<file path="src/rtl/umultiplier_pkg.sv">
// umultiplier_pkg
//   Shared types for the sequential shift-and-add multiplier.
//   state_t : controller state, 2-bit encoding {IDLE, BUSY, DONE}.
package umultiplier_pkg;

   typedef enum logic [1:0] {
      IDLE = 2'd0,
      BUSY = 2'd1,
      DONE = 2'd2
   } state_t;

endpackage : umultiplier_pkg

</file>
<file path="src/rtl/umultiplier_if.sv">
// umultiplier_if
//   Request/response handshake between requesting logic and the multiplier.
//   start     : level request, sampled by the multiplier only when idle
//   A, B      : unsigned multiplicand / multiplier (WIDTH bits)
//   Z         : product (2*WIDTH bits), holds last result
//   valid_out : one-cycle pulse when Z has just been updated
//   busy_out  : high while an operation is in progress
//   master modport : requester side; slave modport : multiplier side.
interface umultiplier_if #(
   parameter int unsigned WIDTH = 4
);

   logic                 start;
   logic [WIDTH-1:0]     A;
   logic [WIDTH-1:0]     B;
   logic [2*WIDTH-1:0]   Z;
   logic                 valid_out;
   logic                 busy_out;

   modport master (
      output start, A, B,
      input  Z, valid_out, busy_out
   );

   modport slave (
      input  start, A, B,
      output Z, valid_out, busy_out
   );

endinterface : umultiplier_if

</file>
<file path="src/rtl/umultiplier.sv">
// umultiplier
//   Sequential unsigned shift-and-add multiplier, Z = A * B, over WIDTH cycles.
//   One multiplier bit is tested per cycle; when set, the multiplicand shifted
//   to that bit position is added into a 2*WIDTH-bit accumulator.
// Ports
//   clk       : rising-edge clock
//   rst       : asynchronous active-high reset
//   bus       : handshake (slave side): start/A/B in, Z/valid_out/busy_out out
//   inter_out : debug, running partial-product accumulator
//   i_out     : debug, iteration index (bit of B1 under test)
//   A1_out    : debug, latched multiplicand
//   B1_out    : debug, latched multiplier
//   mult_out  : debug, B1[i_out] while busy, else 0
module umultiplier
   import umultiplier_pkg::*;
#(
   parameter int unsigned WIDTH = 4
) (
   input  logic               clk,
   input  logic               rst,
   umultiplier_if.slave       bus,
   output logic [2*WIDTH-1:0] inter_out,
   output logic [WIDTH-1:0]   i_out,
   output logic [WIDTH-1:0]   A1_out,
   output logic [WIDTH-1:0]   B1_out,
   output logic               mult_out
);

   localparam logic [WIDTH-1:0] LAST_I = WIDTH'(WIDTH - 1);

   state_t               state;
   logic [2*WIDTH-1:0]   inter;
   logic [2*WIDTH-1:0]   inter_next;
   logic [2*WIDTH-1:0]   z_r;
   logic [WIDTH-1:0]     i_r;
   logic [WIDTH-1:0]     a1_r;
   logic [WIDTH-1:0]     b1_r;
   logic [WIDTH-1:0]     bit_mask;
   logic                 mult_bit;

   // Select the multiplier bit under test with a one-hot mask so the index
   // register can keep its full WIDTH-bit debug width.
   always_comb begin
      bit_mask   = WIDTH'(1) << i_r;
      mult_bit   = |(b1_r & bit_mask);
      inter_next = inter;
      if (mult_bit) begin
         inter_next = inter + ({{WIDTH{1'b0}}, a1_r} << i_r);
      end
   end

   always_ff @(posedge clk or posedge rst) begin
      if (rst) begin
         state <= IDLE;
         inter <= '0;
         z_r   <= '0;
         i_r   <= '0;
         a1_r  <= '0;
         b1_r  <= '0;
      end else begin
         unique case (state)
            IDLE: begin
               if (bus.start) begin
                  a1_r  <= bus.A;
                  b1_r  <= bus.B;
                  inter <= '0;
                  i_r   <= '0;
                  state <= BUSY;
               end
            end
            BUSY: begin
               inter <= inter_next;
               if (i_r == LAST_I) begin
                  z_r   <= inter_next;
                  state <= DONE;
               end else begin
                  i_r <= i_r + WIDTH'(1);
               end
            end
            DONE: begin
               state <= IDLE;
            end
            default: begin
               state <= IDLE;
            end
         endcase
      end
   end

   assign bus.Z         = z_r;
   assign bus.busy_out  = (state == BUSY);
   assign bus.valid_out = (state == DONE);

   assign inter_out = inter;
   assign i_out     = i_r;
   assign A1_out    = a1_r;
   assign B1_out    = b1_r;
   assign mult_out  = (state == BUSY) ? mult_bit : 1'b0;

endmodule : umultiplier

</file>
<file path="src/flat_wrapper.sv">
// flat-port wrapper written by rule: the top's interface ports become plain ports
module umultiplier_flat import umultiplier_pkg::*;
#(
   parameter int unsigned WIDTH = 4
)
  (clk, rst, inter_out, i_out, A1_out, B1_out, mult_out, bus_start, bus_A, bus_B, bus_Z, bus_valid_out, bus_busy_out);
  umultiplier_if #(.WIDTH(WIDTH)) bus_i ();
  input  logic clk;
  input  logic rst;
  output logic [2*WIDTH-1:0] inter_out;
  output logic [WIDTH-1:0] i_out;
  output logic [WIDTH-1:0] A1_out;
  output logic [WIDTH-1:0] B1_out;
  output logic mult_out;
  input wire logic [$bits(bus_i.start)-1:0] bus_start;
  input wire logic [$bits(bus_i.A)-1:0] bus_A;
  input wire logic [$bits(bus_i.B)-1:0] bus_B;
  output wire logic [$bits(bus_i.Z)-1:0] bus_Z;
  output wire logic [$bits(bus_i.valid_out)-1:0] bus_valid_out;
  output wire logic [$bits(bus_i.busy_out)-1:0] bus_busy_out;
  assign bus_i.start = bus_start;
  assign bus_i.A = bus_A;
  assign bus_i.B = bus_B;
  assign bus_Z = bus_i.Z;
  assign bus_valid_out = bus_i.valid_out;
  assign bus_busy_out = bus_i.busy_out;
  umultiplier #(.WIDTH(WIDTH)) u_core (.clk(clk), .rst(rst), .bus(bus_i), .inter_out(inter_out), .i_out(i_out), .A1_out(A1_out), .B1_out(B1_out), .mult_out(mult_out));
endmodule
</file>
<file path="config.mk">
export PLATFORM = sky130hd
export DESIGN_NAME = umultiplier_flat
export DESIGN_NICKNAME = d
export VERILOG_FILES = /design/src/rtl/umultiplier_pkg.sv /design/src/rtl/umultiplier_if.sv /design/src/rtl/umultiplier.sv /design/src/flat_wrapper.sv
export SDC_FILE = /design/constraint.sdc
export NUM_CORES = 1
export LEC_CHECK = 0
export CAP_MARGIN = 5
export CORE_ASPECT_RATIO = 1.1
export CORE_UTILIZATION = 43
export CTS_CLUSTER_DIAMETER = 40
export CTS_CLUSTER_SIZE = 24
export DETAILED_ROUTE_END_ITERATION = 6
export GPL_TIMING_DRIVEN = 0
export PLACE_DENSITY = 0.71
export SYNTH_ARGS = -nofsm -noshare
export SYNTH_HDL_FRONTEND = slang
export SYNTH_SLANG_ARGS = --single-unit
export TNS_END_PERCENT = 1
</file>
<file path="constraint.sdc">
create_clock -name clk -period 3.5 [get_ports clk]
set_input_delay 0.7 -clock clk [delete_from_list [all_inputs] [get_ports clk]]
set_output_delay 0.7 -clock clk [all_outputs]
set_load 0.01 [all_outputs]
</file>
# Word-level counts from Yosys, hierarchy flattened
# Index checks and enable logic that the tools add are counted.
# totals
ff_bits,30
output_inout_bits,31
input_bits,11
elab_cells,35
# classes
addsub,2
n_bitwise,1
reduce_logical,8
eq_ne,6
shifts,2
mux,10
# op_table
cell,count
$mux W8,2
$pmux W8 S2,1
$add A8 B8 Y8,1
$mux W4,2
$pmux W4 S2,1
$reduce_and A2 Y1,4
$shl A4 B4 Y8,1
$add A4 B1 Y4 const B,1
$and A4 B4 Y4,1
$eq A4 B2 Y1 const B,1
$mux W2,2
$ne A2 B2 Y1 const B,2
$pmux W2 S2,1
$reduce_or A4 Y1,1
$shl A1 B4 Y4 const A,1
$reduce_and A3 Y1,1
$eq A2 B1 Y1 const B,1
$eq A2 B2 Y1 const B,1
$logic_not A2 Y1,1
$ne A2 B1 Y1 const B,1
$reduce_bool A2 Y1,1
$mux W1,1

# Longest topological paths before layout
# depth
depth_word,5
mapped_depth,11
mapped_depth_nobuf,10

# Worst setup path before layout
# No wires, ideal clock.
# synth_timing
path_type,register -> register
from,"register u_core.i_r[1], in the netlist u_core.i_out[1]"
to,"register u_core.inter[7], in the netlist u_core.inter_out[7]"
t_arrival_ns,2.480
path_slack_ns,0.951
setup_ns,0.069
path_stages_with_launch,11
n_path_buf,1
t_required_ns,3.431
cell_sequence,dfrtp_1 > clkbuf_1 > mux2i_1 > nor3b_1 > a21oi_1 > nor2_1 > ha_1 > a221o_1 > a41o_1 > a211o_1 > nand3_1
# synth_between
elab_chain_len,5
word_cells_on_any_way,7
# synth_lines
element,line,source
from (decl),umultiplier.sv:35,logic [WIDTH-1:0] i_r;
from (signal assigned),umultiplier.sv:77,i_r <= i_r + WIDTH'(1);
"parallel branches: the longest is 3 deep, another holds $add A8 B8 Y8",--,
$mux W8 *,umultiplier.sv:47,if (mult_bit) begin
$pmux W8 S2 *,umultiplier.sv:61,unique case (state)
to (signal assigned),umultiplier.sv:72,inter <= inter_next;
to (decl),umultiplier.sv:32,logic [2*WIDTH-1:0] inter;
# Every way passes the cells marked *.
# A chain may end at the register's enable or synchronous reset.

# Worst setup path in the final report
# layout_timing
from,"register u_core.i_r[0], in the netlist u_core.i_out[0]"
to,output mult_out
# layout_between
elab_chain_len,4
# layout_lines
element,line,source
$shl A1 B4 Y4,umultiplier.sv:44,bit_mask = WIDTH'(1) << i_r;
$and A4 B4 Y4,umultiplier.sv:45,mult_bit = |(b1_r & bit_mask);
$reduce_or A4 Y1,umultiplier.sv:45,
$mux W1,umultiplier.sv:98,assign mult_out = (state == BUSY) ? mult_bit : 1'b0;
to (decl),flat_wrapper.sv:14,output logic mult_out;
# Every way passes these cells.

==> results_dict.tcl <==
set metrics [dict create \
    max_slew_margin 0.2735 \
    r2r_slack_ns 0.60 \
    seq_area_sq_um 750.7 \
    yosys_warnings 0 \
    place_ws_ns 0.6399 \
    routed_wl_um 3991 \
    cts.sinks 30 \
    holdBufCountCts 0 \
    insertion_delay_ns 0.28 \
    critPathLaunchType "flop" \
    synth_compound_area_frac 0.1593 \
    area.growth.synth_to_final_pct 32.21 \
    cts_max_level 2 \
    synth_ff_type "dfrtp_1" \
    die_w_um 62.86 \
    ir_drop_mv 0.6070 \
    setup_tns_ns 0 \
    cellLeakagePower_nw 1.049 \
    synthesis.area_per_instance_sq_um 10.01 \
    multi_input_area_sq_um 945.9 \
    fillers 342 \
    cts_tree "built" \
    power_frac_seq 0.255 \
    first_pass_iters 4 \
    io_pins 42 \
    worst_slack_ns 0.4768 \
    drc 0 \
    wire_per_inst_um 14.57 \
    hold_violations 0 \
    worstSetupPathType "flop to primary output" \
    coreArea_sq_mm 0.003770 \
    die_h_um 68.94 \
    min_to "u_core.bus.Z[1]$_DFFE_PP0P_" \
    drive_above_1_share 0.1071 \
    cts_setup_buffers 0 \
    cp-end-kind "primary output" \
    p_switching_mw 1.069 \
    seq_area_frac_synth 0.4286 \
    clkTransAtPathRegs_ns 0.06 \
    rr_endpoint "u_core.inter_out[7]$_DFFE_PP0P_" \
    rsz0062_at_grt "false" \
    synth_xor_xnor_area_share 0.03500 \
    tightest_slew_ns 1.089 \
    syn-num-nets 195 \
    nets 243 \
    final_cell_mix "clkdlybuf4s50_1 (41), dfrtp_1 (30), nor2_1 (17), nand2_1 (16), mux2_2 (9)" \
    syn_inst 175 \
    timing.fmax_ghz 0.3308 \
    clock-skew-final_ns 0.003193 \
    clockPowerShare 0.114 \
    synth-seq-cells 30 \
    min_path_cells 2 \
    clk_path_buf_depth 2 \
    synth_edf_count 0 \
    port_buffers 41 \
    status "completed" \
    cts_made_buffers 5 \
    maxCapViolCount 0 \
    critPathRequiredTime_ns 2.80 \
    grt-ovfl-total 0 \
    ant_nets 0 \
    setup_viol 0 \
    worst_ep_arrival_time_ns 2.32 \
    place_congestion 0.8141 \
    antenna_found_initial 0 \
    dieArea_sq_mm 0.004333 \
    powerDensity_mw_per_mm2 1079 \
    muxShareOfSynthArea 0.1293 \
    worstHoldStart "u_core.bus.Z[1]$_DFFE_PP0P_" \
    slew_violations 0 \
    grt_pass1_wl_um 6727 \
    first_global_vias 1525 \
    drtIter0Drc 55 \
    synthSimpleGateAreaFrac 0.1479 \
    hpwlAfterDp_um 2996 \
    p_sw_frac 0.4278 \
    synth_cell_type_count 39 \
    intPower_mw 1.430 \
    vias_per_cell 5.431 \
    finalCriticalPeriod_ns 3.023 \
    post-route-period-util 0.8638 \
    synthAdderAreaFrac 0.06857 \
    num_antenna_cells 0 \
    start_util 0.4647 \
    synth_top_family_by_area "compound AO/OA/AOI/OAI gates" \
    hp-class "flop to flop" \
    netlist_area_sq_mm 0.001752 \
    critPathMaxFanout 10 \
    vias 1488 \
    layout_commonest_cell "clkdlybuf4s50_1" \
    grt_max_degree 31 \
    rr_startpoint "u_core.i_out[1]$_DFFE_PP0P_" \
    comb_power_share 0.630 \
    async_flop_share 1.000 \
    rr_worst_depth 10 \
    cts-root-buf "clkbuf_8" \
    grt_usage 0.2069 \
    post_cts_resized 0 \
    row_count 23 \
]
[cells in the mapped netlist, types with 3 or more instances]
cell | n | area (sq um)
o21ai_1 | 5 | 25.02
a21o_1 | 3 | 22.52
nor2_1 | 17 | 63.81
nor3b_1 | 3 | 22.52
o21ai_0 | 6 | 30.03
xor2_1 | 3 | 26.28
clkbuf_1 | 5 | 18.77
nand3_1 | 5 | 25.02
xnor2_1 | 4 | 35.03
a22o_1 | 7 | 61.31
a211oi_1 | 3 | 22.52
mux2_2 | 9 | 101.4
nand2_1 | 16 | 60.06
inv_1 | 6 | 22.52
dfrtp_1 | 30 | 750.7
mux2i_1 | 8 | 80.08
a21oi_1 | 6 | 30.03
ha_1 | 8 | 100.1
a31oi_1 | 4 | 25.02
[metrics by stage]
step                      cells  hold slack [ns]  power [mW]  cell area (sq um)  utilization
after global routing        274           0.5292       2.703               2316       0.6143
after global placement      266           0.4653       2.156               2225       0.5901
after CTS                   274           0.4934       2.518               2316       0.6143
after detailed placement    266           0.4793       2.211               2225       0.5901
final                       274           0.4888       2.498               2316       0.6143
after floorplan             175           0.5229       1.662               1752            -
[state kept, by name, summed over array words and instances, names as in the netlist]
signal and count:
u_core.state 2, u_core.bus.Z 8, u_core.A1_out 4, u_core.i_out 4
u_core.inter_out 8, u_core.B1_out 4
[critical path, stage by stage (launching register included)]
cell             delay (ns)
dfrtp_1                0.43
buf_2                  0.26
mux4_2                 0.25
and3_1                 0.16
clkbuf_1               0.32
clkdlybuf4s50_1        0.62
[power by group through the flow]
stage          combinational [mW]  sequential (mW)  clock, mW
2_1_floorplan               0.983            0.679          0
3_3_place_gp                 1.52            0.636          0
3_5_place_dp                 1.57            0.644          0
4_1_cts                      1.58            0.638      0.299
5_1_grt                      1.73            0.660      0.311
6_report                     1.58            0.637      0.286
[final cells by class]
| cell class | count | area share |
|---|---|---|
| clock inverters | 1 | 0.002161 |
| plain buffers | 7 | 0.01243 |
| well taps | 50 | 0.02701 |
| flip-flops and latches | 30 | 0.3241 |
| inverters | 7 | 0.01135 |
| clock buffers | 7 | 0.03728 |
| repair buffers | 41 | 0.1772 |
| multi-input cells | 131 | 0.4084 |
[metal layers]
metal,routed length (um),global-route usage,vias to the layer above
met5,0,0,-
met4,58,0.09593,0
met3,194,0.05428,4
met2,2021,0.3899,43
met1,1716,0.2203,709
li1,-,-,732
[worst max path at each step]
stage | start | endpoint | slack [ns] | cells after the start
detailed placement | u_core.i_out[1]$_DFFE_PP0P_ | u_core.bus.Z[6]$_DFFE_PP0P_ | 0.64 | 11
finish | u_core.i_out[0]$_DFFE_PP0P_ | mult_out | 0.48 | 5
floorplan | u_core.i_out[1]$_DFFE_PP0P_ | u_core.inter_out[7]$_DFFE_PP0P_ | 0.95 | 10
global placement | u_core.i_out[1]$_DFFE_PP0P_ | u_core.bus.Z[6]$_DFFE_PP0P_ | 0.71 | 11
CTS | u_core.i_out[0]$_DFFE_PP0P_ | mult_out | 0.48 | 5
global route | u_core.i_out[1]$_DFFE_PP0P_ | u_core.bus.Z[6]$_DFFE_PP0P_ | 0.36 | 11
[cell families (layout without fill, tap and decap cells)]
group / Yosys count / after routing
DFF: 30 / 30
xor gates and xnor gates: 7 / 7
buffers and inverters: 14 / 63
muxes: 19 / 19
and+or+nand+nor: 55 / 55
AOI/OAI and AO/OA: 41 / 41
adders and majority gates: 9 / 9
(Power assumes the default switching activity.)
